**src/rtl/ucode_seq_mt_pkg.sv**
```systemverilog
// ucode_seq_mt_pkg
//   Shared types and constants for the multithreaded microcode sequencer.
//   - NUPCMSB: default micro-PC MSB (ROM depth 2**(NUPCMSB+1)).
//   - UPC_*: microcode entry points used by the decoder.
//   - UCIPOS_* / UCI_MASK: positions of the substitutable register fields and
//     their "take it from the macro instruction" flags inside a micro-instruction.
//   - microcode_out_type: 35-bit micro-op {uend, cwp_rs1, cwp_rd, inst}.
//   - ucode_state_type / ucode_thread_type: per-thread sequencer record.
//   - ucode_subst(): field substitution from the saved macro instruction.
package ucode_seq_mt_pkg;

    localparam int NUPCMSB = 4;

    // Microcode entry points.
    localparam logic [NUPCMSB:0] UPC_TRAP = 5'd0;
    localparam logic [NUPCMSB:0] UPC_ST   = 5'd4;
    localparam logic [NUPCMSB:0] UPC_LDD  = 5'd8;
    localparam logic [NUPCMSB:0] UPC_STD  = 5'd12;
    localparam logic [NUPCMSB:0] UPC_SWAP = 5'd16;
    localparam logic [NUPCMSB:0] UPC_ATOM = 5'd20;

    // Register fields and indirection flags inside the micro-instruction word.
    localparam int UCIPOS_RD      = 25;
    localparam int UCIPOS_RS1     = 14;
    localparam int UCIPOS_RS2     = 0;
    localparam int UCIPOS_RD_IND  = 29;
    localparam int UCIPOS_RS1_IND = 18;
    localparam int UCIPOS_RS2_IND = 4;
    localparam int UCIPOS_IMM     = 13;

    // Bits overwritten by substitution: rd[29:25], rs1[18:14], rs2[4:0].
    localparam logic [31:0] UCI_MASK = 32'h3E07_C01F;

    typedef struct packed {
        logic        uend;
        logic        cwp_rs1;
        logic        cwp_rd;
        logic [31:0] inst;
    } microcode_out_type;

    typedef enum logic [1:0] {
        UCS_IDLE = 2'd0,
        UCS_RUN  = 2'd1,
        UCS_DONE = 2'd2
    } ucode_state_type;

    typedef struct packed {
        ucode_state_type  state;
        logic [NUPCMSB:0] upc;
        logic [31:0]      inst;
    } ucode_thread_type;

    // Indirect fields take their value from the saved macro instruction; a
    // direct rd/rs1 is the 4-bit literal below its flag. rs2 is only indirect
    // for register-form ops (immediate bit clear).
    function automatic microcode_out_type ucode_subst(input microcode_out_type w,
                                                      input logic [31:0]      s);
        microcode_out_type o;
        o      = w;
        o.inst = w.inst & ~UCI_MASK;
        o.inst[UCIPOS_RD +: 5]  = w.inst[UCIPOS_RD_IND]  ? s[UCIPOS_RD +: 5]
                                                         : {1'b0, w.inst[UCIPOS_RD +: 4]};
        o.inst[UCIPOS_RS1 +: 5] = w.inst[UCIPOS_RS1_IND] ? s[UCIPOS_RS1 +: 5]
                                                         : {1'b0, w.inst[UCIPOS_RS1 +: 4]};
        o.inst[UCIPOS_RS2 +: 5] = (!w.inst[UCIPOS_IMM] && w.inst[UCIPOS_RS2_IND])
                                ? s[UCIPOS_RS2 +: 5] : w.inst[UCIPOS_RS2 +: 5];
        return o;
    endfunction

endpackage

```
**src/rtl/ucode_seq_mt_rom.sv**
```systemverilog
// ucode_rom
//   Patchable microcode store: 1R1W synchronous RAM with read-first behaviour
//   (a write and a read to the same address in one cycle return the old word).
//   Ports:
//     clk, srst          clock, synchronous reset of the read register
//     rd_en, rd_addr     read request; data appears on rd_data the next cycle
//     rd_data            registered read data (holds when rd_en=0)
//     wr_en, wr_addr,    patch write port
//     wr_data
//   ROMINIT names the power-up image; contents start all zero and are loaded
//   through the patch port.
module ucode_rom #(
    parameter int AW      = 5,
    parameter int DW      = 35,
    parameter     ROMINIT = ""
) (
    input  logic          clk,
    input  logic          srst,
    input  logic          rd_en,
    input  logic [AW-1:0] rd_addr,
    output logic [DW-1:0] rd_data,
    input  logic          wr_en,
    input  logic [AW-1:0] wr_addr,
    input  logic [DW-1:0] wr_data
);

    logic [DW-1:0] mem [2**AW];
    logic [DW-1:0] rd_data_reg;

    initial begin
        for (int i = 0; i < 2**AW; i++) begin
            mem[i] = '0;
        end
    end

    // Both updates are non-blocking, so a same-address read sees the old word.
    always_ff @(posedge clk) begin
        if (wr_en) begin
            mem[wr_addr] <= wr_data;
        end
        if (srst) begin
            rd_data_reg <= '0;
        end else if (rd_en) begin
            rd_data_reg <= mem[rd_addr];
        end
    end

    assign rd_data = rd_data_reg;

endmodule

```
**src/rtl/ucode_seq_mt.sv**
```systemverilog
// ucode_seq_mt
//   Multithreaded microcode sequencer. Keeps {state, upc, saved macro inst}
//   per hardware thread, reads micro-instructions from a patchable ROM and
//   substitutes indirect rd/rs1/rs2 fields from the thread's macro instruction.
//   One micro-op per cycle, one-cycle latency from slot to out_*.
//   Ports:
//     gclk, rst                  clock, synchronous active-high reset
//     in_valid/in_tid/in_inst    thread slot and its macro instruction
//     in_start/in_upc            enter microcode at in_upc (IDLE/DONE threads)
//     in_replay                  reissue the thread's last micro-op
//     uc_we/uc_waddr/uc_wdata    ROM patch port
//     out_valid/out_tid/out_upc  issued micro-op identification
//     out_uc                     micro-op after field substitution
//     out_ovf                    pulse: a running thread stepped past the ROM end
//     run_mask                   bit t set while thread t is RUN or DONE
//   Threads must be interleaved (same tid never in consecutive slots); the
//   per-thread state is not forwarded between back-to-back slots.
module ucode_seq_mt
    import ucode_seq_mt_pkg::*;
#(
    parameter int NTHREAD = 64,
    parameter int NUPCMSB = 4,
    parameter     ROMINIT = "",
    localparam int TIDMSB = $clog2(NTHREAD) - 1
) (
    input  logic              gclk,
    input  logic              rst,
    input  logic              in_valid,
    input  logic [TIDMSB:0]   in_tid,
    input  logic [31:0]       in_inst,
    input  logic              in_start,
    input  logic [NUPCMSB:0]  in_upc,
    input  logic              in_replay,
    input  logic              uc_we,
    input  logic [NUPCMSB:0]  uc_waddr,
    input  logic [34:0]       uc_wdata,
    output logic              out_valid,
    output logic [TIDMSB:0]   out_tid,
    output logic [NUPCMSB:0]  out_upc,
    output logic [34:0]       out_uc,
    output logic              out_ovf,
    output logic [NTHREAD-1:0] run_mask
);

    // Per-thread record, LUTRAM style: read at the slot, written at the slot
    // (issue) and one cycle later (uend completion).
    ucode_state_type  state_mem [NTHREAD];
    logic [NUPCMSB:0] upc_mem   [NTHREAD];
    logic [31:0]      inst_mem  [NTHREAD];

    ucode_state_type  cur_state;
    logic [NUPCMSB:0] cur_upc;
    logic [31:0]      cur_inst;

    // Issue decision for the current slot.
    logic             issue_next;
    logic             update_next;
    logic             wrap_next;
    logic [NUPCMSB:0] addr_next;
    ucode_state_type  state_next;
    logic [31:0]      inst_next;

    // Output stage.
    logic              out_valid_reg;
    logic [TIDMSB:0]   out_tid_reg;
    logic [NUPCMSB:0]  out_upc_reg;
    logic [31:0]       subst_inst_reg;
    logic              ovf_reg;
    logic [NTHREAD-1:0] run_mask_reg;
    logic [34:0]       rom_word;
    microcode_out_type rom_uc;

    assign cur_state = state_mem[in_tid];
    assign cur_upc   = upc_mem[in_tid];
    assign cur_inst  = inst_mem[in_tid];

    always_comb begin
        issue_next  = 1'b0;
        update_next = 1'b0;
        wrap_next   = 1'b0;
        addr_next   = cur_upc;
        state_next  = cur_state;
        inst_next   = cur_inst;
        if (in_valid) begin
            case (cur_state)
                UCS_RUN: begin
                    if (in_replay) begin
                        issue_next  = 1'b1;
                        update_next = 1'b1;
                    end else if (&cur_upc) begin
                        // Stepping past the last ROM word: drop the thread.
                        wrap_next   = 1'b1;
                        update_next = 1'b1;
                        state_next  = UCS_IDLE;
                    end else begin
                        issue_next  = 1'b1;
                        update_next = 1'b1;
                        addr_next   = cur_upc + 1'b1;
                    end
                end
                UCS_DONE: begin
                    if (in_replay) begin
                        // Re-execute the final (uend) micro-op.
                        issue_next  = 1'b1;
                        update_next = 1'b1;
                        state_next  = UCS_RUN;
                    end else if (in_start) begin
                        issue_next  = 1'b1;
                        update_next = 1'b1;
                        addr_next   = in_upc;
                        inst_next   = in_inst;
                        state_next  = UCS_RUN;
                    end
                end
                default: begin
                    if (in_start) begin
                        issue_next  = 1'b1;
                        update_next = 1'b1;
                        addr_next   = in_upc;
                        inst_next   = in_inst;
                        state_next  = UCS_RUN;
                    end
                end
            endcase
        end
    end

    always_ff @(posedge gclk) begin
        if (rst) begin
            for (int i = 0; i < NTHREAD; i++) begin
                state_mem[i] <= UCS_IDLE;
                upc_mem[i]   <= '0;
                inst_mem[i]  <= '0;
            end
            out_valid_reg  <= 1'b0;
            out_tid_reg    <= '0;
            out_upc_reg    <= '0;
            subst_inst_reg <= '0;
            ovf_reg        <= 1'b0;
            run_mask_reg   <= '0;
        end else begin
            out_valid_reg <= issue_next;
            ovf_reg       <= wrap_next;
            if (issue_next) begin
                out_tid_reg    <= in_tid;
                out_upc_reg    <= addr_next;
                subst_inst_reg <= inst_next;
            end
            if (update_next) begin
                state_mem[in_tid]    <= state_next;
                upc_mem[in_tid]      <= addr_next;
                inst_mem[in_tid]     <= inst_next;
                run_mask_reg[in_tid] <= (state_next != UCS_IDLE);
            end
            // The thread that issued last cycle is RUN; a uend word ends it.
            // Interleaving guarantees this never targets the current slot's tid.
            if (out_valid_reg && rom_uc.uend) begin
                state_mem[out_tid_reg]    <= UCS_DONE;
                run_mask_reg[out_tid_reg] <= 1'b1;
            end
        end
    end

    ucode_rom #(
        .AW      (NUPCMSB + 1),
        .DW      (35),
        .ROMINIT (ROMINIT)
    ) u_rom (
        .clk     (gclk),
        .srst    (rst),
        .rd_en   (issue_next),
        .rd_addr (addr_next),
        .rd_data (rom_word),
        .wr_en   (uc_we),
        .wr_addr (uc_waddr),
        .wr_data (uc_wdata)
    );

    assign rom_uc    = microcode_out_type'(rom_word);
    assign out_valid = out_valid_reg;
    assign out_tid   = out_tid_reg;
    assign out_upc   = out_upc_reg;
    assign out_uc    = ucode_subst(rom_uc, subst_inst_reg);
    assign out_ovf   = ovf_reg;
    assign run_mask  = run_mask_reg;

endmodule

```
**config.mk**
```make
export PLATFORM = sky130hd
export DESIGN_NAME = ucode_seq_mt
export DESIGN_NICKNAME = d
export VERILOG_FILES = /design/src/rtl/ucode_seq_mt_pkg.sv /design/src/rtl/ucode_seq_mt_rom.sv /design/src/rtl/ucode_seq_mt.sv
export SDC_FILE = /design/constraint.sdc
export NUM_CORES = 2
export LEC_CHECK = 0
export ABC_AREA = 1
export CORE_MARGIN = 3
export CORE_UTILIZATION = 60
export DETAILED_ROUTE_END_ITERATION = 8
export PLACE_DENSITY = 0.77
export SLEW_MARGIN = 5
export SYNTH_ARGS = -nofsm -noshare
export SYNTH_HDL_FRONTEND = slang
export SYNTH_SLANG_ARGS = --single-unit
```
**constraint.sdc**
```tcl
create_clock -name gclk -period 9.4 [get_ports gclk]
set_clock_uncertainty 0.1 [all_clocks]
set_input_delay 1.88 -clock gclk [delete_from_list [all_inputs] [get_ports gclk]]
set_output_delay 1.88 -clock gclk [all_outputs]
set_load 0.005 [all_outputs]
```
# After elaboration in Yosys (flattened, before gate mapping)
# Memory sizes are Yosys's and may differ from the RTL's. A register that Yosys moved wholly into a read port is not among the register bits.
# Index checks and enable logic that the tools add are counted.
[op_classes]
n_addsub = 1
n_lt_le_gt_ge = 4
eq_ne = 2
muxes = 58
bitwise = 3
n_reduce_logical = 12
[op_table]
columns = ["operator", "n"]
rows = [
  ["64-bit 2-to-1 mux", 3],
  ["32-bit 2-to-1 mux", 4],
  ["64-bit bitwise mux", 1],
  ["64-bit OR", 1],
  ["32-bit case mux with 2 select lines", 1],
  ["5-bit 2-to-1 mux", 9],
  ["32-bit OR reduction", 1],
  ["6-bit 2-to-1 mux", 4],
  ["1-bit 2-to-1 mux", 23],
  ["6-bit by 7-bit less-than comparator with 1-bit output (second input constant)", 2],
  ["2-bit 2-to-1 mux", 7],
  ["1-bit demux with 6-bit select", 2],
  ["6-bit by 1-bit greater-or-equal comparator with 1-bit output (second input constant)", 2],
  ["5-bit case mux with 2 select lines", 1],
  ["5-bit by 1-bit adder with 5-bit output (second input constant)", 1],
  ["5-bit AND reduction", 1],
  ["5-bit OR reduction", 1],
  ["1-bit logical AND", 4],
  ["1-bit case mux with 2 select lines", 2],
  ["2-bit case mux with 2 select lines", 1],
  ["2-bit OR reduction", 2],
  ["4-bit OR reduction", 1],
  ["2-bit by 1-bit == test with 1-bit output (second input constant)", 1],
  ["2-bit == test (second input constant)", 1],
  ["other kinds (3)", 4],
]
[word_totals]
ff_bits = 107
mem_bits_rw = 3616
in_bits = 89
elab_cells = 90
n_memories = 4
[memory_table]
columns = ["name", "depth", "width", "rd", "rd_clocked_by_memory_dff", "wr", "line_no", "source"]
rows = [
  ["inst_mem", 64, 32, 1, 0, 64, "ucode_seq_mt.sv:49", "logic [31:0] inst_mem [NTHREAD];"],
  ["u_rom.mem", 32, 35, 1, 1, 1, "ucode_seq_mt_rom.sv:27", "logic [DW-1:0] mem [2**AW];"],
  ["upc_mem", 64, 5, 1, 0, 64, "ucode_seq_mt.sv:48", "logic [NUPCMSB:0] upc_mem [NTHREAD];"],
  ["state_mem", 64, 2, 1, 0, 64, "ucode_seq_mt.sv:47", "ucode_state_type state_mem [NTHREAD];"],
]

# Depth between registers and ports, before layout
# An unclocked memory read counts as a cell.
[depth]
word_depth = 12
mapped_depth = 33
mapped_depth_nobuf = 30

# Hierarchy
# A second synthesis with hierarchy kept.
[unflattened]
cells_unflattened = 10536
hier_area_um2 = 112157.6
[modules_own_cells]
columns = ["mod", "n_inst", "cells_per_inst", "area_per_inst_um2", "seq_area_each_um2"]
rows = [
  ["ucode_seq_mt", 1, 6662, 66024.6, 42841.1],
  ["ucode_rom", 1, 3874, 46133.0, 34332.9],
]

# Worst setup path after synthesis
# OpenSTA, ideal clock, no wires.
[synth_path]
path_type = "input-to-reg"
from = "in in_tid[0]"
to = "mem inst_mem[19][0], enable pin"
arrival_time_ns = 5.749
slack_ns = 3.174
stages = 23
path_buffers = 6
cell_sequence = "buf_4 -> buf_6 -> nand2_2 -> inv_2 -> buf_2 -> buf_4 -> a221oi_1 -> nand3_1 -> o21ai_1 -> nand2_1 -> a221oi_1 -> nand2_1 -> inv_1 -> ha_1 -> clkbuf_1 -> o21ai_0 -> nand2_1 -> inv_1 -> nand2_1 -> nor3_1 -> clkinv_1 -> clkbuf_1 -> nand2_1"
[synth_lines]
columns = ["element", "line_no", "source"]
rows = [
  ["from (decl)", "ucode_seq_mt.sv:29", "input logic [TIDMSB:0] in_tid,"],
  ["to (decl)", "ucode_seq_mt.sv:49", ""],
]

# Worst setup path after layout
[layout_path]
from = "in in_tid[2]"
to = "reg u_rom.rd_data_reg[32] (netlist: u_rom.rd_data[32]), read port of u_rom.mem"
[layout_between]
elab_chain_len = 6
[layout_lines]
columns = ["element", "line_no", "source"]
rows = [
  ["memory 64 x 5 bit", "--", ""],
  ["5-bit by 1-bit adder with 5-bit output / 5-bit AND reduction (equally long branches)", "ucode_seq_mt.sv:98, ucode_seq_mt.sv:90", ""],
  ["5-bit 2-to-1 mux / 1-bit 2-to-1 mux (equally long branches)", "ucode_seq_mt.sv:90", "end else if (&cur_upc) begin"],
  ["5-bit 2-to-1 mux / 1-bit 2-to-1 mux (equally long branches)", "ucode_seq_mt.sv:87", "if (in_replay) begin"],
  ["5-bit case mux with 2 select lines / 1-bit case mux with 2 select lines (equally long branches)", "ucode_seq_mt.sv:85", "case (cur_state)"],
  ["5-bit 2-to-1 mux / 1-bit 2-to-1 mux (equally long branches)", "ucode_seq_mt.sv:84", "if (in_valid) begin"],
  ["to (decl)", "ucode_seq_mt_rom.sv:28", "logic [DW-1:0] rd_data_reg;"],
]
# Several ways; a longest one is shown, not always the timed one.
# A chain may end at the register's enable or synchronous reset.

==> out/qor.csv <==
metric,value,unit
status,"finished, final reports clean",
CTS sink cnt,2655,
internal power,0.0201,W
Final Non-Filler Cells,12800,
Initial DRC Count,12900,
Compound-Gate Fraction of Synth Area,5.68,%
slew margin rel.,7.02,%
H-Tree Depth,5,
Syn Std Cell Area,0.111,mm2
multi-input logic area,0.0291,mm2
IO Count,201,
Crit Path Category,in -> reg,
Fin. Hold Viols,0,
part of the power in registers,49.5,%
CP required,10.15,ns
Worst-Skew Late Latency,0.96,ns
post-layout min period,7.92,ns
total of max-cap violations,0,
CTS Buffer Depth,4,
overall die area,0.190,mm2
Synth Area in XOR/XNOR,0.00788,%
initial antenna violation count,16,
simple-gate share of the synthesized area,20.0,%
Layout Nets,10200,
GRT overflow,0,
Combinational Power Share,10.3,%
share of the yosys chip area belonging to registers,69.4,%
largest net degree at the start of global routing,176,
Detail Route Antenna Nets,0,
fillcell total,12800,
PostCTS Resize Cnt,0,
CP arrival,8.66,ns
Register Area,0.0772,mm2
maximum fanout count along the critical path,157,
top-count cell post-synth,edfxtp_1,
Net Sw Frac,24.9,%
Row Count,157,
total CTS buffers,280,
Synth top area share,64.8,%
Synth Area in Adders,0.0338,%
number of global-route vias before repair,80900,
final WL,365,mm
Syn-to-layout area delta,12.0,%
crit path capture type,flip-flop,
setup violators final,0,
Sw Pwr,0.00665,W
Root Buffer,clkbuf_16,
Biggest register,u_rom.mem,
cts hold-fix bufs,0,
CTS tree,done,
Post-Synthesis Cells,10100,
die height,436,um
RSZ-0062 raised after global routing,no,
top achievable clock speed,126,MHz
Main synth FF type,edfxtp_1,
final cycle utilization of the critical path,84.2,%
via count,83600,
Slew @ Worst Pin,1.39,ns
HP Class,reg -> reg,
Worst IR Drop VDD,0.000269,V
"FF+latch count, synth",2655,
Initial Util,60.5,%
first-pass GRT wire length,527,mm
layout cell share with drive strength beyond 1,7.94,%
synthesized area per cell,11.0,um2
Cell variety after synth,52,
Die X,436,um
DRC Markers,0,
Syn Nets,10200,
largest family of logic cells by synthesized area,simple AND/OR/NAND/NOR gates,
Pre-antenna DRT Iters,9,
number of synthesis warnings,0,
mux cell area share after synthesis,0.131,%
Placed Cells,12300,
most instantiated cells after synthesis,"edfxtp_1 (2400), nand2_1 (2193), nor2_1 (1612)",
clock group share of total power,40.2,%
"Reg clk slew, reported paths",0.06,ns
Synth area leaders,"edfxtp_1 (65%), nand2_1 (7.4%), nand3_1 (5.9%)",
number of port buffers,183,
Post-DP HPWL,211,mm
gr usage total,37.7,%
max reg flops,1120,
post-synthesis async set-or-reset flop share,0,%
drt via density,6.55,
post-CTS setup repair buffer count,0,
leakage power,44.4,nW
Routed wire per std cell,28.6,um
Yosys top cell by area,edfxtp_1,
Power Density,215,mW/mm2
Startpoint Class,input pin,
top flop regs,"u_rom.mem x1120, inst_mem x960, upc_mem x320",
Core ar.,0.184,mm2
Sum Neg Setup Slack,0,ns
RD Place Congestion,0.965,
max-slew violations,0,
Total Power,0.0267,W
number of enable flip-flop cells after synthesis,2400,
routing by layer:
metal | vias to the layer above | global-route usage [%] | part of all wire (%)
met5 | - | 0 | 0.018
met4 | 8 | 31.7 | 10
met3 | 1709 | 8.94 | 13
met2 | 6930 | 59.0 | 46
met1 | 39700 | 44.2 | 31
li1 | 35300 | - | -
logic make-up after synthesis:
kind of cell,Yosys count
adder cells (fa/ha/maj),3
XOR/XNOR,1
AO/OA/AOI/OAI,903
buffers and inverters,1190
AND/OR/NAND/NOR,5336
flip-flops,2655
multiplexers,13
worst paths after layout:
| check | slack [ns] | cells past startpoint | to | startpoint |
|---|---|---|---|---|
| setup / recovery | 1.48 | 25 | u_rom.rd_data[32] | in_tid[2] |
| hold / removal | 0.37 | 2 | state_mem[4][0] | state_mem[4][0] |
| setup reg to reg | 3.88 | 21 | u_rom.rd_data[32] | state_mem[48][1] |
| hold reg to reg | 0.37 | 2 | state_mem[4][0] | state_mem[4][0] |
power groups by stage:
stage / clock, W / sequential (W) / combinational (W)
floorplan: 0 / 0.0134 / 0.00161
global placement: 0 / 0.0135 / 0.00258
detailed placement: 0 / 0.0135 / 0.00264
CTS: 0.0107 / 0.0132 / 0.00266
global route: 0.0112 / 0.0133 / 0.00288
finish: 0.0107 / 0.0132 / 0.00275
through the flow:
step	setup slack, ns	hold WS [ns]	util [%]	area (um2)
CTS	1.71	0.368	67.8	125000
global route	1.42	0.391	67.8	125000
finish	1.48	0.368	67.8	125000
detailed placement	0.856	0.358	63.0	116000
floorplan	3.17	0.336	-	111000
global placement	0.947	0.354	63.0	116000
layout by cell type, fill, tap and decap left out, types with 56 or more instances in the layout:
| master | instances |
|---|---|
| clkdlybuf4s50_1 | 180 |
| a22o_1 | 107 |
| nand2_1 | 2191 |
| nand3_1 | 1318 |
| inv_1 | 363 |
| o21ai_0 | 133 |
| a21oi_1 | 147 |
| a221oi_1 | 126 |
| edfxtp_1 | 2400 |
| nand4_1 | 151 |
| a22oi_1 | 219 |
| clkbuf_1 | 63 |
| buf_4 | 277 |
| o211ai_1 | 56 |
| dfxtp_1 | 255 |
| nor2_1 | 1577 |
| clkbuf_16 | 290 |
worst max-delay path: stages:
cell             delay, ns
clkdlybuf4s50_1       0.44
buf_12                0.21
nor2_2                0.78
nand2_2               0.20
inv_6                 0.45
buf_4                 0.37
a22oi_1               0.12
nand4_1               0.17
nand2_1               0.10
nand2_1               0.08
nor2_1                0.05
nand2_1               0.41
ha_1                  0.44
a211oi_1              0.42
nor2_1                0.14
a21oi_4               0.33
nand2_8               0.28
inv_16                0.50
buf_4                 0.41
nand2_1               0.12
nand3_1               0.11
nand3_1               0.11
nand3_1               0.11
nand3_1               0.11
a21oi_1               0.23
final cells by class:
cell class | count | area share [%]
Inverter | 400 | 1.25
Clock inverter | 124 | 0.895
Timing Repair Buffer | 507 | 3.91
Tap cell | 2464 | 2.48
Sequential cell | 2655 | 62.0
Clock buffer | 362 | 6.12
Antenna cell | 8 | 0.0161
Multi-Input combinational cell | 6256 | 23.4
Note: power is estimated with default switching activity, not from simulation.
